<file path="config.mk">
export PLATFORM = sky130hd
export DESIGN_NAME = vc_scheduler
export DESIGN_NICKNAME = d
export VERILOG_FILES = /design/src/rtl/vc_scheduler.sv
export SDC_FILE = /design/constraint.sdc
export NUM_CORES = 1
export LEC_CHECK = 0
export ABC_AREA = 1
export CAP_MARGIN = 10
export CELL_PAD_IN_SITES_DETAIL_PLACEMENT = 0
export CELL_PAD_IN_SITES_GLOBAL_PLACEMENT = 2
export CORE_UTILIZATION = 28
export CTS_CLUSTER_DIAMETER = 100
export CTS_CLUSTER_SIZE = 25
export DETAILED_ROUTE_END_ITERATION = 6
export GPL_ROUTABILITY_DRIVEN = 0
export PLACE_DENSITY = 0.73
export SYNTH_ARGS = -nofsm -noshare
export SYNTH_HDL_FRONTEND = slang
export SYNTH_SLANG_ARGS = --single-unit
</file>
<file path="constraint.sdc">
create_clock -name clk -period 2.8 [get_ports clk]
set_input_delay 0.28 -clock clk [delete_from_list [all_inputs] [get_ports clk]]
set_output_delay 0.28 -clock clk [all_outputs]
set_load 0.01 [all_outputs]
</file>
<file path="src/rtl/vc_scheduler.sv">
// vc_scheduler: credit-based round-robin VC plane scheduler that locks onto a VC for a whole packet.
// Optional macro VC_SCHED_CREDIT_ERR_EN adds a sticky credit_err output for bad credit returns.
module vc_scheduler #(
    parameter int VC           = 4,
    parameter int CREDIT_DEPTH = 4
) (
    input  logic          clk,
    input  logic          rst_n,
    input  logic [VC-1:0] emptyVC,
    input  logic [VC-1:0] tailVC,
    input  logic          out_ready,
    input  logic          credit_valid,
    input  logic [VC:0]   credit_vc,
    output logic [VC:0]   VCPlaneSelector,
    output logic          rd_en,
    output logic          out_valid,
    output logic          busy
`ifdef VC_SCHED_CREDIT_ERR_EN
    ,
    output logic          credit_err
`endif
);
    localparam int IW = VC + 1;
    localparam int CW = $clog2(CREDIT_DEPTH + 1);

    typedef enum logic {IDLE, SEND} state_t;

    state_t        state_q, state_d;
    logic [IW-1:0] sel_q, sel_d, rr_q, rr_d;
    logic [IW-1:0] off, sum, pick;
    logic [CW-1:0] credit_q [VC];
    logic [CW-1:0] credit_d [VC];
    logic [VC-1:0] elig, ring;
    logic          sel_ok, sel_tail;

    // Rotate the eligibility vector so bit 0 is rr_q; the lowest set bit is the grant offset.
    always_comb begin
        for (int i = 0; i < VC; i++)
            elig[i] = !emptyVC[i] && (credit_q[i] != '0);
        ring = VC'({elig, elig} >> rr_q);
        off = '0;
        for (int k = VC - 1; k >= 0; k--)
            if (ring[k]) off = IW'(k);
        sum  = rr_q + off;
        pick = (sum >= IW'(VC)) ? sum - IW'(VC) : sum;
        sel_ok   = 1'b0;
        sel_tail = 1'b0;
        for (int i = 0; i < VC; i++)
            if (sel_q == IW'(i)) begin
                sel_ok   = elig[i];
                sel_tail = tailVC[i];
            end
    end

    always_comb begin
        state_d = state_q;
        sel_d   = sel_q;
        rr_d    = rr_q;
        if (state_q == IDLE && |elig) begin
            state_d = SEND;
            sel_d   = pick;
        end
        if (rd_en && sel_tail) begin
            state_d = IDLE;
            rr_d    = (sel_q == IW'(VC - 1)) ? '0 : sel_q + 1'b1;
        end
    end

    always_comb begin
        busy      = state_q == SEND;
        out_valid = busy && sel_ok;
        rd_en     = out_valid && out_ready;
    end

    assign VCPlaneSelector = sel_q;

    // A return and a pop on the same VC cancel; returns at full credit saturate.
    always_comb begin
        for (int i = 0; i < VC; i++) begin
            credit_d[i] = credit_q[i];
            if (credit_valid && credit_vc == IW'(i) && !(rd_en && sel_q == IW'(i))
                && credit_q[i] != CW'(CREDIT_DEPTH))
                credit_d[i] = credit_q[i] + 1'b1;
            else if (rd_en && sel_q == IW'(i) && !(credit_valid && credit_vc == IW'(i)))
                credit_d[i] = credit_q[i] - 1'b1;
        end
    end

    always_ff @(posedge clk or negedge rst_n) begin
        if (!rst_n) begin
            state_q <= IDLE;
            sel_q   <= '0;
            rr_q    <= '0;
            for (int i = 0; i < VC; i++)
                credit_q[i] <= CW'(CREDIT_DEPTH);
        end else begin
            state_q <= state_d;
            sel_q   <= sel_d;
            rr_q    <= rr_d;
            for (int i = 0; i < VC; i++)
                credit_q[i] <= credit_d[i];
        end
    end

`ifdef VC_SCHED_CREDIT_ERR_EN
    logic err_q, err_d, ret_full;

    always_comb begin
        ret_full = 1'b0;
        for (int i = 0; i < VC; i++)
            if (credit_vc == IW'(i) && credit_q[i] == CW'(CREDIT_DEPTH)) ret_full = 1'b1;
        err_d = err_q || (credit_valid && (credit_vc >= IW'(VC) || ret_full));
    end

    always_ff @(posedge clk or negedge rst_n) begin
        if (!rst_n) err_q <= 1'b0;
        else        err_q <= err_d;
    end

    assign credit_err = err_q;
`endif
endmodule

</file>
==> results of run 1 <==
==> kinds of logic (layout without fill, tap and decap cells) <==
logic type,after synthesis,count (layout),synth area share [%]
XOR/XNOR,4,4,1.911
adder cells (fa/ha/maj),13,13,10.92
AO/OA/AOI/OAI,28,28,9.215
buffers and inverters,43,116,9.079
AND/OR/NAND/NOR,143,143,37.20
flip-flops,23,23,31.67
==> worst register-to-register path, stage by stage, from the launching register on <==
cell and delay, ns:
dfstp_2 0.54, inv_1 0.05, a21oi_2 0.17, nand2_1 0.10, o21ai_0 0.15, inv_1 0.08, nand2_1 0.06, nand2_1 0.08
a21oi_4 0.16, nor3b_4 0.06, buf_4 0.13, fa_2 0.40, xor2_4 0.18, ha_2 0.19, a311oi_2 0.19, nand2_1 0.11
nand3_1 0.09, o21ai_1 0.06
==> sequential cells by signal, indices dropped and copies added, names as in the netlist <==
signal and flops:
credit_q 12, VCPlaneSelector 5, rr_q 5, busy 1
==> stage by stage <==
step	area [um2]	util, %
floorplan	1842	-
global placement	2385	37.56
detailed placement	2385	37.56
CTS	2603	40.99
global route	2686	42.31
finish	2686	42.31
==> worst paths after layout <==
check	start	to
max in group asynchronous	rst_n	credit_q[11]
worst min-delay path	rst_n	credit_q[3]
worst max register to register	credit_q[11]	VCPlaneSelector[2]
worst min register to register	credit_q[4]	credit_q[4]
min in group clk	credit_q[4]	credit_q[4]
worst max-delay path	credit_q[11]	VCPlaneSelector[2]
==> synth_stat cells <==
master    number
clkinv_4       1
nor2_2         1
nand3_1       30
ha_1           8
nor3_1         1
nand2_2        6
fa_1           5
nor2_4         4
o21ai_1        3
nand4_1        5
xor2_1         4
a31oi_1        4
a311oi_1       1
a21boi_4       1
dfstp_2        4
inv_1         39
o21bai_1       1
dfrtp_1       19
o21ai_0       12
a21oi_1        5
nand3_2        5
nor2_1        15
clkbuf_1       1
nand2_1       73
a21oi_2        1
nor3b_1        2
inv_2          2
nand2_4        1
==> power groups by stage <==
stage	registers (uW)	logic, uW	clock network, uW
detailed placement	483	616	0
global route	490	834	249
floorplan	499	296	0
finish	480	729	226
global placement	483	613	0
CTS	478	718	235
==> area by class of cell <==
type | count | area (um2) | share of cell area (%)
clock buffers | 4 | 45.04 | 1.677
inverters | 42 | 162.7 | 6.055
multi-input cells | 188 | 1209 | 44.99
flip-flops and latches | 23 | 580.6 | 21.61
well taps | 77 | 96.34 | 3.586
repair buffers | 70 | 593.1 | 22.08
==> timing repair <==
item                                    in CTS  in global routing
buffers inserted                            15                  3
endpoints found under the setup margin       3                  7
pin swaps                                   12                 11
gates cloned                                 0                  0
hold endpoints to repair                     0                  0
resized for setup                           20                 17
==> routing by layer <==
layer / routed length [um] / track usage [%]
met1: 2306 / 19.75
met2: 2357 / 26.23
met3: 175 / 2.982
met4: 25 / 2.351
met5: 0 / 0
==> metrics.cfg, run 1 <==
[floorplan]
die_w_um=82.91
coreArea_um2=6350
die-area_um2=6874
start_util_pct=28.87
num_io_pins=25
die_h_um=82.91
rows=29

[finish]
fill_cells=643
finalNetCount=358
diodes=0
final_cell_mix=nand2_1 (70), buf_4 (44), inv_1 (36)
syn_to_final_growth_pct=46.55
mostFrequentLayoutCell=nand2_1
instances_no_fill=404
layout-drive-gt1-share_pct=30.58

[grt]
grt_max_degree=24
grt_pass1_vias=1826
antenna_found_initial=0
grt_pass1_wl_um=8459
grt_usage_pct=15.12
grt.overflow.total=0

[power]
switching_share_pct=34.90
p_sw_uw=500.7
powerDensity_nw_per_um2=534.1
power.total_uw=1435
power_frac_comb_pct=50.8
peakVddDrop_v=0.0003223
p_int_uw=934.1
seq_power_share_pct=33.4
clock_power_share_pct=15.8
p_leak_uw=0.001366

[drt]
viasPerCell=4.535
drcViolationCount=0
wl_um=4865
detail_route.wl_per_cell_um=12.04
vias=1832
route.antenna.remaining_nets=0
drt_iter0_markers=74
drtPass1Iterations=4

[critical_path]
crit_arrival_ns=3.07
worstSetupEndpointType=register
crit_type=register to register
r2r_cells=17
reg2reg_slack_ns=-0.1
cp_num_buf_inv=3
crit_fanout=3
startpoint_type=register
cpPeakStageDelay_ns=0.54
crit_cells=17
crit_path_top_delay_cell=dfstp_2
worst_path_most_repeated_cell=nand2_1
cp.required_ns=2.97
path_delay_family=compound AO/OA/AOI/OAI gates
worstPathCellList=inv_1 > a21oi_2 > nand2_1 > o21ai_0 > inv_1 > nand2_1 > nand2_1 > a21oi_4 > nor3b_4 > buf_4 > fa_2 > xor2_4 > ha_2 > a311oi_2 > nand2_1 > nand3_1 > o21ai_1

[run]
cap_violations=0

[place]
hpwl_um=3762
io_buffers=24
pre_cts_ws_ns=-0.3882
placedCellCount=382

[timing]
worst_slew_pin_slew_ns=0.3717
period_needed_ns=2.898
slew-limit-headroom_pct=75.22
finalMaxSlewViolations=0
worst_slack_ns=-0.09830
rsz0062_at_grt=yes
fin_crit_sh_pct=103.5
finalHoldViolCount=0
setup_viol=4
timing.setup.tns_ns=-0.2830
clock-skew-final_ns=0.006486
fmax_mhz=345.0
holdWs_ns=0.3672

[status]
status=finished, violations left
failed_checks=setup timing

[logic_synthesis]
synth_top_area_cell=dfrtp_1
synth_cells=254
ys_types=28
synthTopCellsByArea=dfrtp_1 (26%), nand2_1 (15%), nand3_1 (8.2%), inv_1 (8.0%), dfstp_2 (5.7%)
syn_avg_cell_area_um2=7.217
ys_seq_area_share_pct=31.67
synth_fp_nets=284
yosysTopAreaCellShare_pct=25.94
ys_warn_count=0
synth-seq-cells=23
netlist_area_um2=1833

[clock_tree]
clk_pin_slew_ns=0.10
cts_htree_levels=1
cts_made_buffers=3
ctsLongestPathBuffers=2
cts_hold_repair.buffers=0
clock_tree.root_cell=clkbuf_8
clock_latency_ns=0.28
cts_tree=yes
clock_sinks=23

[worst_hold_path]
min_path_type=primary input to asynchronous set/reset pin

(Power assumes the default switching activity.)
==> run 2: changes to the inputs <==
SKIP_LAST_GASP = 1   (was not set)
==> run 2 against run 1 <==
Against the previous run:
- the run still ends with setup timing left
- setup slack about the same
- clock-buffer cell count unchanged
- combinational power decreased by 1%
- design area decreased by 0.28%
- clock skew increased by 0.0020 ns
- register-to-register slack about the same
- power decreased by 0.68%
- critical endpoint unchanged
==> metrics.cfg, run 2 (synthesized netlist as in run 1, its figures left out) <==
[power]
switching_share_pct=34.84  ; was 34.90%
p_int_uw=928.5  ; was 934.1 uW
powerDensity_nw_per_um2=532.0  ; was 534.1 nW/um2
seq_power_share_pct=33.6  ; was 33.4%
power_frac_comb_pct=50.7  ; was 50.8%
peakVddDrop_v=0.0003223  ; about the same
p_sw_uw=496.5  ; was 500.7 uW
clock_power_share_pct=15.7  ; was 15.8%
p_leak_uw=0.001363  ; was 0.001366 uW

[clock_tree]
clk_pin_slew_ns=0.10  ; about the same
cts_hold_repair.buffers=0  ; unchanged
ctsLongestPathBuffers=2  ; unchanged
cts_tree=yes  ; unchanged
cts_htree_levels=1  ; unchanged
clock_latency_ns=0.28  ; about the same
clock_tree.root_cell=clkbuf_8  ; unchanged
cts_made_buffers=3  ; unchanged
clock_sinks=23  ; unchanged

[drt]
viasPerCell=4.530  ; was 4.535
route.antenna.remaining_nets=0  ; unchanged
vias=1830  ; was 1,832
drcViolationCount=0  ; unchanged
drtPass1Iterations=4  ; unchanged
drt_iter0_markers=55  ; was 74
detail_route.wl_per_cell_um=12.03  ; was 12.04 um
wl_um=4862  ; was 4865 um

[grt]
grt_max_degree=24  ; unchanged
grt.overflow.total=0  ; unchanged
antenna_found_initial=0  ; unchanged
grt_usage_pct=15.12  ; unchanged
grt_pass1_vias=1826  ; unchanged
grt_pass1_wl_um=8459  ; unchanged

[finish]
final_cell_mix=nand2_1 (70), buf_4 (46), inv_1 (37)  ; was nand2_1 (70), buf_4 (44), inv_1 (36)
instances_no_fill=404  ; unchanged
finalNetCount=358  ; unchanged
mostFrequentLayoutCell=nand2_1  ; unchanged
diodes=0  ; unchanged
layout-drive-gt1-share_pct=30.28  ; was 30.58%
fin_area_um2=2679  ; was 2686 um2
ff_latch_area_um2=580.6  ; unchanged
multi_input_area_um2=1209  ; unchanged
regMostFlops=credit_q  ; unchanged
syn_to_final_growth_pct=46.14  ; was 46.55%
fill_cells=646  ; was 643
largest_reg_flops=12  ; unchanged

[timing]
finalHoldViolCount=0  ; unchanged
holdWs_ns=0.3649  ; was 0.3672 ns
setup_viol=4  ; unchanged
finalMaxSlewViolations=0  ; unchanged
fin_crit_sh_pct=103.5  ; about the same
fmax_mhz=345.0  ; about the same
worst_slack_ns=-0.09841  ; was -0.09830 ns
period_needed_ns=2.898  ; about the same
clock-skew-final_ns=0.008487  ; was 0.006486 ns
rsz0062_at_grt=yes  ; unchanged
slew-limit-headroom_pct=75.20  ; was 75.22%
timing.setup.tns_ns=-0.3309  ; was -0.2830 ns
worst_slew_pin_slew_ns=0.3720  ; was 0.3717 ns

[critical_path]
startpoint_type=register  ; unchanged
crit_fanout=3  ; unchanged
crit_type=register to register  ; unchanged
cp.required_ns=2.96  ; was 2.97 ns
crit_arrival_ns=3.06  ; was 3.07 ns
reg2reg_slack_ns=-0.1  ; about the same
worstSetupEndpointType=register  ; unchanged
r2r_cells=17  ; unchanged

[place]
placedCellCount=382  ; unchanged
hpwl_um=3762  ; unchanged
place_area_um2=2385  ; unchanged
io_buffers=24  ; unchanged

[worst_hold_path]
min_path_type=primary input to asynchronous set/reset pin  ; unchanged

[run]
cap_violations=0  ; unchanged

[status]
status=finished, violations left  ; unchanged
failed_checks=setup timing  ; unchanged

[floorplan]
die_w_um=82.91  ; unchanged
die_h_um=82.91  ; unchanged
num_io_pins=25  ; unchanged
die-area_um2=6874  ; unchanged
start_util_pct=28.87  ; unchanged
rows=29  ; unchanged
coreArea_um2=6350  ; unchanged

run 2: power groups by stage:
stage / registers [uW] / clock network (uW) / logic [uW]
4_1_cts: 478 / 235 / 718
3_5_place_dp: 483 / 0 / 616
5_1_grt: 489 / 249 / 828
2_1_floorplan: 499 / 0 / 296
6_report: 478 / 224 / 722
3_3_place_gp: 483 / 0 / 613
run 2: path summary, 6_finish.rpt:
kind	start	endpoint
worst max-delay path	credit_q[11]	VCPlaneSelector[2]
worst min-delay path	rst_n	credit_q[3]
worst max register to register	credit_q[11]	VCPlaneSelector[2]
worst min register to register	credit_q[4]	credit_q[4]
max in group asynchronous	rst_n	credit_q[11]
min in group clk	credit_q[4]	credit_q[4]
run 2: area by class of cell:
| class | count | area share, % |
|---|---|---|
| sequential | 23 | 21.67 |
| tap | 77 | 3.596 |
| inverter | 42 | 6.072 |
| clock buffer | 4 | 1.681 |
| timing repair buffer | 70 | 21.86 |
| multi-input combinational | 188 | 45.12 |
run 2: timing repair:
item	CTS	global route
setup endpoints to repair	3	7
endpoints found under the hold margin	0	0
pin swaps	12	11
resized for setup	20	14
buffers inserted	15	3
run 2: worst max-delay path: stages (launching register included):
cell and delay [ns]:
dfstp_2 0.54, inv_1 0.05, a21oi_2 0.17, nand2_1 0.09
o21ai_0 0.15, inv_1 0.08, nand2_1 0.06, nand2_1 0.08
a21oi_4 0.16, nor3b_4 0.06, buf_4 0.13, fa_2 0.40
xor2_4 0.18, ha_2 0.19, a311oi_2 0.19, nand2_1 0.11
nand3_1 0.09, o21ai_1 0.06
run 2: layer usage:
| metal | track usage, % | wire (um) | up-vias |
|---|---|---|---|
| met5 | 0 | 0 | - |
| met4 | 2.351 | 25 | 0 |
| met3 | 2.982 | 171 | 5 |
| met2 | 26.23 | 2344 | 26 |
| met1 | 19.75 | 2320 | 837 |
| li1 | - | - | 962 |
run 2: through the flow:
step / setup slack (ns) / utilization [%] / total power, uW
after CTS: -0.1773 / 40.99 / 1431
after detailed placement: -0.3882 / 37.56 / 1099
after floorplan: 0.0004914 / - / 795.2
final: -0.09841 / 42.19 / 1425
after global placement: -0.4153 / 37.56 / 1095
after global routing: -0.2962 / 42.19 / 1566
